## src/rtl/nc_fetch_responder.sv

```systemverilog
// Non-cacheable fetch responder: turns one-cycle icache fetch pulses into a
// backing-memory read (valid/ready request, unthrottled response) and returns
// one grant pulse per accepted request. One extra request can be queued in a
// single pending slot. Requests arriving while that slot is full are dropped
// and flagged. A WAIT watchdog aborts requests that never get a response. The
// late responses of aborted requests are counted and then discarded.
module nc_fetch_responder #(
  parameter int ADDR_WIDTH     = 40,
  parameter int DATA_WIDTH     = 64,
  parameter int TIMEOUT_CYCLES = 256
) (
  input  logic                  clk_i,
  input  logic                  rst_i,
  input  logic                  req_nc_valid_i,
  input  logic [ADDR_WIDTH-1:0] req_nc_vaddr_i,
  output logic                  l2_grant_valid_o,
  output logic [DATA_WIDTH-1:0] l2_resp_data_o,
  output logic                  l2_resp_err_o,
  output logic                  mem_req_valid_o,
  input  logic                  mem_req_ready_i,
  output logic [ADDR_WIDTH-1:0] mem_req_addr_o,
  input  logic                  mem_rsp_valid_i,
  input  logic [DATA_WIDTH-1:0] mem_rsp_data_i,
  input  logic                  mem_rsp_err_i,
  output logic                  busy_o,
  output logic                  drop_o
);

  localparam int CNT_W = $clog2(TIMEOUT_CYCLES);
  localparam logic [CNT_W-1:0] CNT_LAST = CNT_W'(TIMEOUT_CYCLES - 1);

  typedef enum logic [1:0] {ST_IDLE, ST_REQ, ST_WAIT, ST_RESP} state_t;

  state_t                state_q, state_d;
  logic [ADDR_WIDTH-1:0] cur_addr_q, cur_addr_d;
  logic                  pend_valid_q, pend_valid_d;
  logic [ADDR_WIDTH-1:0] pend_addr_q, pend_addr_d;
  logic [CNT_W-1:0]      cnt_q, cnt_d;
  logic [1:0]            stale_q, stale_d;
  logic [DATA_WIDTH-1:0] data_q, data_d;
  logic                  err_q, err_d;
  logic                  grant_q, grant_d;
  logic                  mreq_valid_q, mreq_valid_d;
  logic                  busy_q, busy_d;
  logic                  drop_q, drop_d;

  logic [ADDR_WIDTH-1:0] aligned_addr;
  logic                  stale_hit;
  logic                  live_rsp;
  logic                  timeout_hit;
  logic                  consume;

  // Next-state, pending-slot, stale-counter and registered-output logic.
  always_comb begin
    state_d      = state_q;
    cur_addr_d   = cur_addr_q;
    pend_valid_d = pend_valid_q;
    pend_addr_d  = pend_addr_q;
    cnt_d        = cnt_q;
    stale_d      = stale_q;
    data_d       = data_q;
    err_d        = err_q;
    drop_d       = drop_q;

    // Fetches are line-aligned to 8 bytes.
    aligned_addr = req_nc_vaddr_i & ~(ADDR_WIDTH'(7));
    // Any response is owed to an aborted request while stale_q is nonzero.
    stale_hit    = mem_rsp_valid_i && (stale_q != 2'd0);
    live_rsp     = mem_rsp_valid_i && (stale_q == 2'd0) && (state_q == ST_WAIT);
    // A live response in the final WAIT cycle wins over the watchdog.
    timeout_hit  = (state_q == ST_WAIT) && !live_rsp && (cnt_q == CNT_LAST);
    consume      = (state_q == ST_RESP) && pend_valid_q;

    unique case (state_q)
      ST_IDLE: begin
        if (req_nc_valid_i) begin
          cur_addr_d = aligned_addr;
          state_d    = ST_REQ;
        end
      end
      ST_REQ: begin
        if (mem_req_ready_i) begin
          cnt_d   = '0;
          state_d = ST_WAIT;
        end
      end
      ST_WAIT: begin
        if (live_rsp) begin
          data_d  = mem_rsp_data_i;
          err_d   = mem_rsp_err_i;
          state_d = ST_RESP;
        end else if (timeout_hit) begin
          data_d  = '0;
          err_d   = 1'b1;
          state_d = ST_RESP;
        end else begin
          cnt_d = cnt_q + 1'b1;
        end
      end
      ST_RESP: begin
        if (pend_valid_q) begin
          cur_addr_d   = pend_addr_q;
          pend_valid_d = 1'b0;
          state_d      = ST_REQ;
        end else begin
          state_d = ST_IDLE;
        end
      end
      default: state_d = ST_IDLE;
    endcase

    // Requests outside IDLE go to the slot. A slot being consumed this
    // cycle can be refilled at the same time.
    if (req_nc_valid_i && (state_q != ST_IDLE)) begin
      if (!pend_valid_q || consume) begin
        pend_valid_d = 1'b1;
        pend_addr_d  = aligned_addr;
      end else begin
        drop_d = 1'b1;
      end
    end

    // Discard and timeout in the same cycle cancel each other out.
    unique case ({stale_hit, timeout_hit})
      2'b10:   stale_d = stale_q - 2'd1;
      2'b01:   stale_d = (stale_q == 2'd3) ? stale_q : stale_q + 2'd1;
      default: stale_d = stale_q;
    endcase

    grant_d      = (state_d == ST_RESP);
    mreq_valid_d = (state_d == ST_REQ);
    busy_d       = (state_d != ST_IDLE) || pend_valid_d;
  end

  // State and output registers; reset aborts any transaction in flight.
  always_ff @(posedge clk_i or posedge rst_i) begin
    if (rst_i) begin
      state_q      <= ST_IDLE;
      cur_addr_q   <= '0;
      pend_valid_q <= 1'b0;
      pend_addr_q  <= '0;
      cnt_q        <= '0;
      stale_q      <= 2'd0;
      data_q       <= '0;
      err_q        <= 1'b0;
      grant_q      <= 1'b0;
      mreq_valid_q <= 1'b0;
      busy_q       <= 1'b0;
      drop_q       <= 1'b0;
    end else begin
      state_q      <= state_d;
      cur_addr_q   <= cur_addr_d;
      pend_valid_q <= pend_valid_d;
      pend_addr_q  <= pend_addr_d;
      cnt_q        <= cnt_d;
      stale_q      <= stale_d;
      data_q       <= data_d;
      err_q        <= err_d;
      grant_q      <= grant_d;
      mreq_valid_q <= mreq_valid_d;
      busy_q       <= busy_d;
      drop_q       <= drop_d;
    end
  end

  assign l2_grant_valid_o = grant_q;
  assign l2_resp_data_o   = data_q;
  assign l2_resp_err_o    = err_q;
  assign mem_req_valid_o  = mreq_valid_q;
  assign mem_req_addr_o   = cur_addr_q;
  assign busy_o           = busy_q;
  assign drop_o           = drop_q;

endmodule

```

## config.mk

```make
export PLATFORM = sky130hd
export DESIGN_NAME = nc_fetch_responder
export DESIGN_NICKNAME = d
export VERILOG_FILES = /design/src/rtl/nc_fetch_responder.sv
export SDC_FILE = /design/constraint.sdc
export NUM_CORES = 1
export LEC_CHECK = 0
export BUFFER_PORTS_ARGS = -buffer_cell sky130_fd_sc_hd__clkbuf_2
export CAP_MARGIN = 15
export CORE_UTILIZATION = 45
export CTS_CLUSTER_DIAMETER = 150
export DETAILED_ROUTE_END_ITERATION = 8
export PLACE_DENSITY = 0.75
export SYNTH_ARGS = -nofsm -noshare
export SYNTH_HDL_FRONTEND = slang
export SYNTH_SLANG_ARGS = --single-unit
```

## constraint.sdc

```tcl
create_clock -name clk_i -period 4.7 [get_ports clk_i]
set_clock_uncertainty 0.2 [all_clocks]
set_input_delay 0.705 -clock clk_i [delete_from_list [all_inputs] [get_ports clk_i]]
set_output_delay 0.705 -clock clk_i [all_outputs]
set_load 0.02 [all_outputs]
```

# == Word-level counts from Yosys, hierarchy flattened ==
# Cells that the tools add are included.
# word_totals
elab_cells,79
regBits,159
# classes
n_reduce_logical,26
n_addsub,3
eq_ne,15
mux,22
bitwise,1
# ops
operator,n
64-bit 2-to-1 mux,2
40-bit 2-to-1 mux,2
40-bit case mux with 2 select lines,1
8-bit 2-to-1 mux,3
8-bit case mux with 2 select lines,1
2-bit nonzero test,7
2-bit != test (second input constant),6
2-bit equality test (second input constant),5
2-bit 2-to-1 mux,5
8-bit by 1-bit adder with 8-bit output (second input constant),1
8-bit equality test (second input constant),1
2-bit case mux with 4 select lines,1
2-bit AND reduction,4
1-bit logical AND,7
2-bit by 1-bit equality test with 1-bit output (second input constant),3
1-bit 2-to-1 mux,6
2-bit logical NOT,2
2-bit case mux with 2 select lines,1
4-bit AND reduction,1
3-bit AND reduction,1
2-bit by 1-bit adder with 2-bit output (second input constant),1
1-bit logical NOT,2
1-bit logical OR,2
2-bit by 1-bit subtractor with 2-bit output (second input constant),1
1-bit NOT,1

# == Logic depth before layout (Yosys ltp) ==
# logic_depth
word_depth,11
mapped_depth,8
mapped_depth_nobuf,6

# == Worst setup path before layout ==
# OpenSTA, ideal clock, no wires.
# synth_path
path_type,input to register
start,input port mem_rsp_valid_i
end,"register busy_q, in the netlist busy_o"
slack_ns,2.644
arrival_ns,1.718
t_required_ns,4.361
path_stages,5
n_path_buf,0
path_cell_list,nor3b_2 -> and2_1 -> nor2_4 -> inv_2 -> or4_1
# synth_between
elab_chain_len,10
# synth_lines
item,line,text
from (decl),22,"input logic mem_rsp_valid_i,"
1-bit logical AND * (2 in series),69,live_rsp = mem_rsp_valid_i && (stale_q == 2'd0) && (state_q == ST_WAIT);
1-bit logical NOT,71,timeout_hit = (state_q == ST_WAIT) && !live_rsp && (cnt_q == CNT_LAST);
1-bit logical AND (2 in series),71,
2-bit 2-to-1 mux,92,end else if (timeout_hit) begin
2-bit 2-to-1 mux *,88,if (live_rsp) begin
2-bit case mux with 4 select lines *,74,unique case (state_q)
2-bit nonzero test *,132,busy_d = (state_d != ST_IDLE) || pend_valid_d;
1-bit logical OR *,132,
named net busy_d,44,"logic busy_q, busy_d;"
to (signal assigned),161,busy_q <= busy_d;
to (decl),44,
# Mark *: on every way through the listed nets, which the timed path passes. The rest lies on a longest branch.
# A chain may end at the register's enable or synchronous reset.

# == Final worst setup path ==
# layout_path
start,register cnt_q[0]
end,"register busy_q, in the netlist busy_o"
# layout_between
elab_chain_len,7
# layout_lines
item,line,text
from (decl),38,"logic [CNT_W-1:0] cnt_q, cnt_d;"
from (signal assigned),155,cnt_q <= cnt_d;
8-bit equality test,71,
1-bit logical AND,71,
2-bit 2-to-1 mux,92,
2-bit 2-to-1 mux,88,
2-bit case mux with 4 select lines,74,
2-bit nonzero test,132,
1-bit logical OR,132,
named net busy_d,44,
# The timed path passes the listed nets, and every way through them passes these cells.

==> results by stage <==
Run status:
- The run finished with clean final reports.

Timing:
- The upper clock frequency limit is 0.370 GHz.
- Setup repair after global routing left no endpoint under its margin.
- Setup violations remaining at the end of the flow were counted as 0.
- The transition time of the tightest slew-check pin is 946 ps.
- The number of hold violations in the final report is 0.
- After layout, the worst path uses 57.6% of the clock period.
- Measured against its own limit, the worst slew margin works out to 36.7%.
- After routing, the total negative slack on setup checks comes to 0 ps.
- The max-slew violation count came to 0.
- The worst path in the final design needs a cycle of 2710 ps, including I/O delays and setup.

Synthesis:
- After technology mapping, the gate count stands at 476.
- Among all flip-flop cells after synthesis, the most frequent one is dfrtp_1.
- The share of the Yosys chip area taken by registers is 62.0%.
- The number of enable-type register cells in the synthesized netlist is 0.
- The dominant cell by count in the synthesized netlist is dfrtp_1.
- The synthesized design spends more area on one cell type than any other, namely dfrtp_1.
- The synthesized design contains 156 register bits.
- The warning count from the yosys run is 0.
- The top cell type by area accounts for 62.0% of the synthesized area.
- By area the synthesized netlist is led by dfrtp_1 62%, a22o_1 9.0%, mux2i_1 6.5%.
- Yosys mapped the design onto 47 distinct sky130hd cell types.
- The mean post-synth cell area is 13.2 sq um.
- Counting instances in the post-synthesis netlist gives the leading cell types as 156 x dfrtp_1, 65 x a22o_1, 45 x a21oi_1.
- Summing every instance area after synthesis gives 0.00629 sq mm.
- In the synthesized netlist the async set-or-reset flop fraction comes to 100%.

Route:
- After detailed routing, the number of vias per cell comes to 5.30.
- The number of vias in the routed layout is 4,594.
- After detailed routing, the total wire length is 14.6 mm.
- The detail route stage leaves a number of antenna-violating nets equal to 0.
- The first detailed-routing pass ran for 4 iterations.
- For this run, design rule violations remaining after detail routing come to 0.
- The DRC marker count from the first detailed-route iteration is 348.
- After detailed routing, the average wire length per cell comes to 16.8 microns.

Layout:
- The synthesis-to-finish area growth is 27.9%.
- The sequential cells in the finished layout cover a total of 0.00390 sq mm.
- Once layout is complete, the cells apart from fillers number 867.
- In the final layout, the multi-input gates occupy 0.00216 sq mm.
- The fraction of final layout cells sized beyond drive strength 1 is 42.0%.
- The antenna diode count is 0.
- The total number of nets in the final design is 791.
- Counting the fill cells in the layout gives 1,151.

Placement:
- The weighted congestion at the end of routability-driven global placement is 0.810.
- Counting tap cells, the placed design contains a total of 837 instances.
- The number of buffers added on ports is 212.
- After legalization and detailed placement, the total HPWL measured 9.79 mm.

Setup path:
- Data arrives at the worst endpoint at 2790 ps.
- The data required time of the critical path is 4780 ps.
- The classification of the worst setup path is register to register.
- The largest fanout of any net on the critical path is 65.
- The startpoint type of the worst setup path is a register.
- STA classifies the critical path endpoint as a register.

Clock tree:
- After clock tree synthesis, the clock-pin slew on the worst setup and hold paths is 60 ps.
- The number of hold buffers added after cts is 0.
- The sink count of the clock tree is 156.
- The largest buffer count on any clock path is 2.
- In this run the post-CTS setup repair buffer count came out at 0.
- The number of CTS-inserted buffers is 17.
- The tree is rooted in a clkbuf_16.
- The clock tree from TritonCTS is built.
- The number of H-tree levels is 4.
- The insertion delay to the later sink of the worst-skew pair is 420 ps.
- The number of gates resized after CTS is 0.

Power:
- The power density of the placed cells is 752 mW/mm^2.
- The worst-case IR drop observed on VDD is 0.000417 V.
- For this design the static power due to leakage is 4.24 nW.

Die:
- Measured along the y axis, the die boundary spans 120 microns.
- The horizontal die dimension is 120 microns.
- The number of placement rows is 42.
- The die covers 0.0145 sq mm.
- For this design the top-level I/O count stands at 219.
- The floorplan core area is 0.0135 sq mm.
- The initial core utilization is 46.8%.

Global route:
- The most heavily used metal layer in global routing is met2.
- Global routing used 5.47% of the available met3 tracks.
- The number of antenna violations at the first check in global routing came to 0.
- The met2 capacity usage during global routing is 35.2%.
- The all-layer global routing usage is 20.7%.
- The number of global-route vias before repair is 4,690.
- The first-pass GRT wire length is 23.4 mm.
- Global routing finished with a remaining overflow of 0.
- Global routing consumed, on the met1 layer, 25.2% of the routing resources.
- The pin count of the biggest net entering global routing is 157.

Job:
- The count of maximum capacitance violations is 0.

Hold path:
- The min-delay analysis places its worst path in the category register to register.
layout by cell type (no fill, tap or decap), drive strengths merged, types with 2 or more instances in the layout:
master    n
mux2     37
clkbuf  231
inv       6
nand2    12
or4       3
dfrtp   156
a31o      2
nand4     3
conb      3
nor2     42
a22o     65
buf       5
and2      2
nand3     4
mux2i    41
clkinv    5
a21oi    45
nand2b    3
bufinv    5
registers in the layout (all words and copies together) (netlist names):
signal	count
l2_resp_err_o	1
mem_req_valid_o	1
drop_o	1
pend_addr_q	37
stale_q	2
busy_o	1
l2_grant_valid_o	1
l2_resp_data_o	64
state_q	2
mem_req_addr_o	37
pend_valid_q	1
cnt_q	8
area by class of cell:
cell class,count,share of cell area [%]
Clock buffer,19,5.50
Clock inverter,11,2.38
Inverter,6,0.326
Multi-Input combinational cell,282,26.8
Sequential cell,156,48.5
Tap cell,176,2.74
Timing Repair Buffer,217,13.8
layer usage:
layer	up-vias	share of wire, %
li1	2135	-
met1	2298	41
met2	140	52
met3	21	5.0
met4	0	1.9
met5	-	0
power breakdown:
group | internal (mW) | switching (mW)
combinational | 0.914 | 1.33
clock | 0.951 | 0.526
sequential | 1.96 | 0.370
through the flow:
stage	total power [mW]	setup WS [ps]	hold WS (ps)	util, %	instance area [sq um]
6_report	6.05	1990	272	59.8	8050
5_1_grt	6.39	1850	292	59.8	8050
4_1_cts	6.11	2000	278	59.8	8050
3_5_place_dp	4.60	1800	259	55.1	7420
3_3_place_gp	4.48	1880	253	55.1	7420
2_1_floorplan	3.87	1820	259	-	6300
path summary, 6_finish.rpt:
path	start	end	slack, ps	cells past startpoint
setup / recovery	cnt_q[0]	busy_o	1990	7
hold / removal	drop_o	drop_o	270	1
setup reg to reg	cnt_q[0]	busy_o	1990	7
hold reg to reg	drop_o	drop_o	270	1
max in group asynchronous	rst_i	pend_addr_q[10]	3390	3
min in group asynchronous	rst_i	l2_resp_data_o[44]	340	3
kinds of logic (layout without fill, tap and decap cells):
logic type,count (synthesis),in the layout,synth area share [%]
DFF,156,156,62.0
and+or+nand+nor,78,78,6.32
other,1,3,0.0596
AOI/OAI and AO/OA,121,121,14.2
buffers and inverters,40,253,3.88
adders and majority gates,2,2,0.358
muxes,78,78,13.1
worst max-delay path, cell delays in order, from the launching register on:
cell	delay, ps
dfrtp_1	420
ha_1	280
nand3_1	250
nor3_4	80
nor2_4	140
buf_4	530
inv_2	140
or4_1	540
Power figures use the tool's default switching activity.
